==> src/rtl/cvs_divider_bank.sv <==
// cvs_divider_bank
//
// Bank of CHANNELS independent programmable clock dividers for the CVS
// board's LED and test-point outputs, all clocked from one system clock.
// Every channel has its own half-period H, mode (toggle or pulse) and run
// enable, and all of them can be reprogrammed at runtime through a
// one-word configuration port.
//
// Optional feature macro: CVS_SYNC_START_EN
//   When defined, the input sync_start is added. It clears every channel's
//   counter, out and tick on the next edge, so all outputs can be brought
//   into phase. H and mode are kept.
//
// Parameters:
//   CHANNELS     number of divider channels (1..16)
//   COUNT_WIDTH  width of the half-period value and per-channel counter
//   CH_IDX_W     width of the channel index (derived)
//
// Ports:
//   clock            system clock, rising edge
//   reset            synchronous, active-high reset
//   enable           per-channel run enable (level)
//   cfg_valid        configuration write strobe
//   cfg_channel      channel targeted by the write
//   cfg_half_period  new half-period H
//   cfg_mode         0 = toggle (square wave), 1 = pulse (one-cycle strobe)
//   sync_start       phase-align all channels (CVS_SYNC_START_EN only)
//   cfg_error        one-cycle pulse when a write targets a missing channel
//   out              divided outputs, registered
//   tick             one-cycle strobe after every wrap, registered
module cvs_divider_bank #(
    parameter int CHANNELS    = 5,
    parameter int COUNT_WIDTH = 24,
    localparam int CH_IDX_W   = (CHANNELS > 1) ? $clog2(CHANNELS) : 1
) (
    input  logic                   clock,
    input  logic                   reset,
    input  logic [CHANNELS-1:0]    enable,
    input  logic                   cfg_valid,
    input  logic [CH_IDX_W-1:0]    cfg_channel,
    input  logic [COUNT_WIDTH-1:0] cfg_half_period,
    input  logic                   cfg_mode,
`ifdef CVS_SYNC_START_EN
    input  logic                   sync_start,
`endif
    output logic                   cfg_error,
    output logic [CHANNELS-1:0]    out,
    output logic [CHANNELS-1:0]    tick
);

    localparam logic [CH_IDX_W:0] CH_LIMIT = (CH_IDX_W + 1)'(CHANNELS);

    logic [COUNT_WIDTH-1:0] cnt_q  [CHANNELS];
    logic [COUNT_WIDTH-1:0] cnt_d  [CHANNELS];
    logic [COUNT_WIDTH-1:0] half_q [CHANNELS];
    logic [COUNT_WIDTH-1:0] half_d [CHANNELS];
    logic [CHANNELS-1:0]    mode_q, mode_d;
    logic [CHANNELS-1:0]    out_q, out_d;
    logic [CHANNELS-1:0]    tick_q, tick_d;
    logic                   cfg_error_q, cfg_error_d;
    logic                   cfg_in_range;
    logic                   sync_clear;

    // The index is widened by one bit so the range check also works when
    // CHANNELS is a power of two (every index then happens to be legal).
    assign cfg_in_range = ({1'b0, cfg_channel} < CH_LIMIT);

`ifdef CVS_SYNC_START_EN
    assign sync_clear = sync_start;
`else
    assign sync_clear = 1'b0;
`endif

    // Priority per channel: config write, then sync clear, then normal
    // counting. A write landing on a wrap therefore suppresses both the
    // toggle and the tick for that channel.
    always_comb begin
        cfg_error_d = cfg_valid & ~cfg_in_range;
        for (int i = 0; i < CHANNELS; i++) begin
            cnt_d[i]  = cnt_q[i];
            half_d[i] = half_q[i];
            mode_d[i] = mode_q[i];
            out_d[i]  = out_q[i];
            tick_d[i] = 1'b0;
            if (cfg_valid && cfg_in_range && (cfg_channel == CH_IDX_W'(i))) begin
                half_d[i] = cfg_half_period;
                mode_d[i] = cfg_mode;
                cnt_d[i]  = '0;
                out_d[i]  = 1'b0;
            end else if (sync_clear) begin
                cnt_d[i] = '0;
                out_d[i] = 1'b0;
            end else if (enable[i]) begin
                // The counter never passes H, so equality is the only wrap
                // condition needed and the counter cannot roll over.
                if (cnt_q[i] == half_q[i]) begin
                    cnt_d[i]  = '0;
                    tick_d[i] = 1'b1;
                    out_d[i]  = mode_q[i] ? 1'b1 : ~out_q[i];
                end else begin
                    cnt_d[i] = cnt_q[i] + COUNT_WIDTH'(1);
                    if (mode_q[i]) begin
                        out_d[i] = 1'b0;
                    end
                end
            end
        end
    end

    // State registers; reset also overrides a concurrent config write.
    always_ff @(posedge clock) begin
        if (reset) begin
            for (int i = 0; i < CHANNELS; i++) begin
                cnt_q[i]  <= '0;
                half_q[i] <= '0;
            end
            mode_q      <= '0;
            out_q       <= '0;
            tick_q      <= '0;
            cfg_error_q <= 1'b0;
        end else begin
            cnt_q       <= cnt_d;
            half_q      <= half_d;
            mode_q      <= mode_d;
            out_q       <= out_d;
            tick_q      <= tick_d;
            cfg_error_q <= cfg_error_d;
        end
    end

    assign out       = out_q;
    assign tick      = tick_q;
    assign cfg_error = cfg_error_q;

endmodule
==> config.mk <==
export PLATFORM = sky130hd
export DESIGN_NAME = cvs_divider_bank
export DESIGN_NICKNAME = d
export VERILOG_FILES = /design/src/rtl/cvs_divider_bank.sv
export SDC_FILE = /design/constraint.sdc
export NUM_CORES = 1
export LEC_CHECK = 0
export CAP_MARGIN = 20
export CORE_MARGIN = 2
export CORE_UTILIZATION = 55
export DETAILED_ROUTE_END_ITERATION = 6
export MAX_ROUTING_LAYER = met4
export PLACE_DENSITY = 0.73
export SLEW_MARGIN = 20
export SYNTH_ARGS = -nofsm -noshare
export SYNTH_HDL_FRONTEND = slang
export SYNTH_SLANG_ARGS = --single-unit
==> constraint.sdc <==
create_clock -name clock -period 2.15 [get_ports clock]
set_input_delay 0.645 -clock clock [delete_from_list [all_inputs] [get_ports clock]]
set_output_delay 0.645 -clock clock [all_outputs]
set_load 0.02 [all_outputs]
==> results of run 1 <==
## worst paths after layout
path | end | slack, ns | startpoint
max | tick[0] | 0.05 | tick[0]
min | half_q[3] | 0.40 | reset
max reg2reg | cnt_q[15] | 0.11 | cnt_q[22]
min reg2reg | half_q[67] | 0.47 | half_q[67]
## final cells by class
type	instances	area, um^2	area share [%]
clock buffers	44	872	6.45
clock inverters	8	76.3	0.565
inverters	11	41.3	0.306
multi-input cells	1030	5960	44.1
flip-flops and latches	256	5130	38.0
well taps	270	338	2.50
repair buffers	123	1090	8.08
## per-stage QoR
stage / instance area [um^2] / total power, W / hold WS [ns]
after floorplan: 11400 / 0.00552 / 0.436
final: 13500 / 0.0106 / 0.404
after global routing: 13500 / 0.0110 / 0.412
after detailed placement: 12500 / 0.00587 / 0.458
after CTS: 13500 / 0.0107 / 0.384
after global placement: 12500 / 0.00585 / 0.450
## registers in the layout (all words and copies together), names as in the netlist
name       cells
cnt_q        120
half_q       120
mode_q         5
out            5
tick           5
cfg_error      1
## placed cells by master (no fill, tap or decap), drive strengths merged, types with 6 or more instances in the layout
master,Yosys,routed
and4,11,11
nand3,34,34
and3,15,15
dfxtp,256,256
or3,8,8
xor2,114,114
nor4,17,17
nor3,33,33
nor2,143,143
clkbuf,45,44
xnor2,120,120
buf,20,78
clkdlybuf4s50,0,40
nand2,295,295
clkinv,0,7
nand4,58,58
a21oi,131,131
o21bai,5,6
inv,11,11
nand2b,7,7
## cells by family after synthesis
kind of cell    after synthesis  synth area share [%]
mux                           5                 0.438
buf+inv                      76                  3.16
simple gates                638                  25.7
flops                       256                  44.9
xor+xnor                    234                  18.0
fa+ha+maj                     5                 0.548
compound gates              147                  7.32
## metal layers
| layer | wire [um] | up-vias |
|---|---|---|
| met5 | 0 | - |
| met4 | 927 | 0 |
| met3 | 1520 | 66 |
| met2 | 13200 | 233 |
| met1 | 12900 | 4536 |
| li1 | - | 4699 |
## repair_timing
action | 4_1_cts | 5_1_grt
gates resized for setup | 5 | 5
hold buffers | 0 | 0
gates cloned | 1 | 0
setup endpoints to repair | 7 | 23
pin swaps | 1 | 1
endpoints found under the hold margin | 0 | 0
## power breakdown
part | switching, W | leakage, nW | total (W) | internal (W)
logic | 0.000510 | 2.43 | 0.000861 | 0.000351
clock network | 0.00194 | 0.474 | 0.00483 | 0.00290
registers | 0.0000811 | 2.07 | 0.00492 | 0.00484
total | 0.00253 | 4.97 | 0.0106 | 0.00809
==> metrics.md, run 1 <==
| Metric | Value |
|---|---|
| Number of global-route vias before repair | 8892 |
| PwrDens | 785 nW/um^2 |
| DIE HEIGHT | 148 um |
| DR iter-0 viols | 786 |
| Die area | 21900 um^2 |
| Avg Cell Area, Syn | 8.39 um^2 |
| Stages on worst setup path | 1 |
| Inserted Diodes | 0 |
| Top-count cell post-synth | nand2_1 |
| Slowest CP cell | clkdlybuf4s50_1 |
| RSZ-0062 raised after global routing | false |
| Crit path cell chain | clkdlybuf4s50_1 |
| Number of core rows | 52 |
| Fin. max-slew vios | 0 |
| Met3 Use GR | 3.01% |
| Met2 Usage GRT | 41.9% |
| Final #Nets | 1491 |
| Mapped Area | 11400 um^2 |
| Root buffer cell | clkbuf_16 |
| Setup bufs post-CTS | 0 |
| Crit path buffers/inverters | 1 |
| Clock Path Buffers | 3 |
| Fmax | 476 MHz |
| Clock tree from TritonCTS | yes |
| Min-delay worst type | in -> reg |
| Fin. Hold Viols | 0 |
| Global Route Usage Sum | 26.8% |
| Hpwl dp | 19.5 mm |
| CTS H-tree lvls | 1 |
| Worst path top cell family by delay | buffers and inverters |
| Largest net degree at the start of global routing | 67 |
| Netlist cell types | 39 |
| ANT nets after route | 0 |
| Sequential share of the synthesized area | 44.9% |
| Met1 Use GR | 36.9% |
| First-pass GRT wire length | 46.3 mm |
| Final core utilization | 66.6% |
| Worst vdd ir | 0.720 mV |
| WP data required | 1.50 ns |
| Final setup margin | 0.0487 ns |
| Mapped Cells | 1361 |
| Worst-margin pin slew | 0.679 ns |
| Core ar. | 20300 um^2 |
| Die Wd | 148 um |
| Slowest stage delay, CP | 0.60 ns |
| Worst setup EP type | primary output |
| Final setup viols | 0 |
| Fillers | 1678 |
| WHS Path Cells | 2 |
| Clock sink count | 256 |
| Antenna violations before repair | 0 |
| Number of max-cap violations | 0 |
| Synth top area share | 44.9% |
| Busiest grt layer | met2 |
| Mapped Nets | 1402 |
| Final TNS setup | 0 ns |
| WS Path Type | reg -> out |
| CP arrival | 1.46 ns |
| Fin crit share | 97.7% |
| Vias/cell | 5.47 |
| Ratio of cells with drive above 1 in the final layout | 10.4% |
| Routed wire length | 28.6 mm |
| Synth Warn # | 0 |
| Skew-Pair Late Insertion Delay | 0.55 ns |
| Synth cell count leaders | nand2_1, dfxtp_1, nor2_1, a21oi_1, xnor2_1 |
| # IOs | 47 |
| CP Max Fanout | 1 |
| Setup Skew | 0.0126 ns |
| Drt first pass iters | 5 |
| Outcome | finished, final reports clean |
| Remaining Overflow, GRT | 0 |
| Reg2Reg Depth | 5 |
| Ys async rst share | 0% |
| Leak Pwr | 4.97 nW |
| Fin crit period | 2.10 ns |
| Initial core utilization | 56.2% |
| IO buf count | 46 |
| Reg clk slew, reported paths | 0.06 ns |
| Slew HR | 54.7% |
| GP Congestion | 0.859 |
| Via count | 9534 |
| Top_reg_cell synth | dfxtp_1 |
| #FFs+latches synth | 256 |
| Crit start category | register |
| Synth area leader | dfxtp_1 |
| Number of synthesized flops with an enable pin | 0 |
| Placed insts | 1689 |
| WL per Instance | 16.4 um |
| TritonCTS Buffers | 28 |
| Area contributors post-synth | dfxtp_1, nand2_1, xnor2_1, xor2_1, a21oi_1 |
| Dpl ws | -0.411 ns |
| Finished Layout Cells | 1742 |
| Drt drc | 0 |
| Layout area overhead | 18.3% |
Power figures use the tool's default switching activity.
==> run 2, diff against run 1 <==
ABC_AREA = 0   (was unset)
==> results of run 2 <==
Final layout, timing and power as in run 1 (identical DEF).
==> run 3, diff against run 2 <==
CTS_CLUSTER_SIZE = 25   (was unset)
==> results of run 3 <==
Final layout, timing and power as in run 1 (identical DEF).
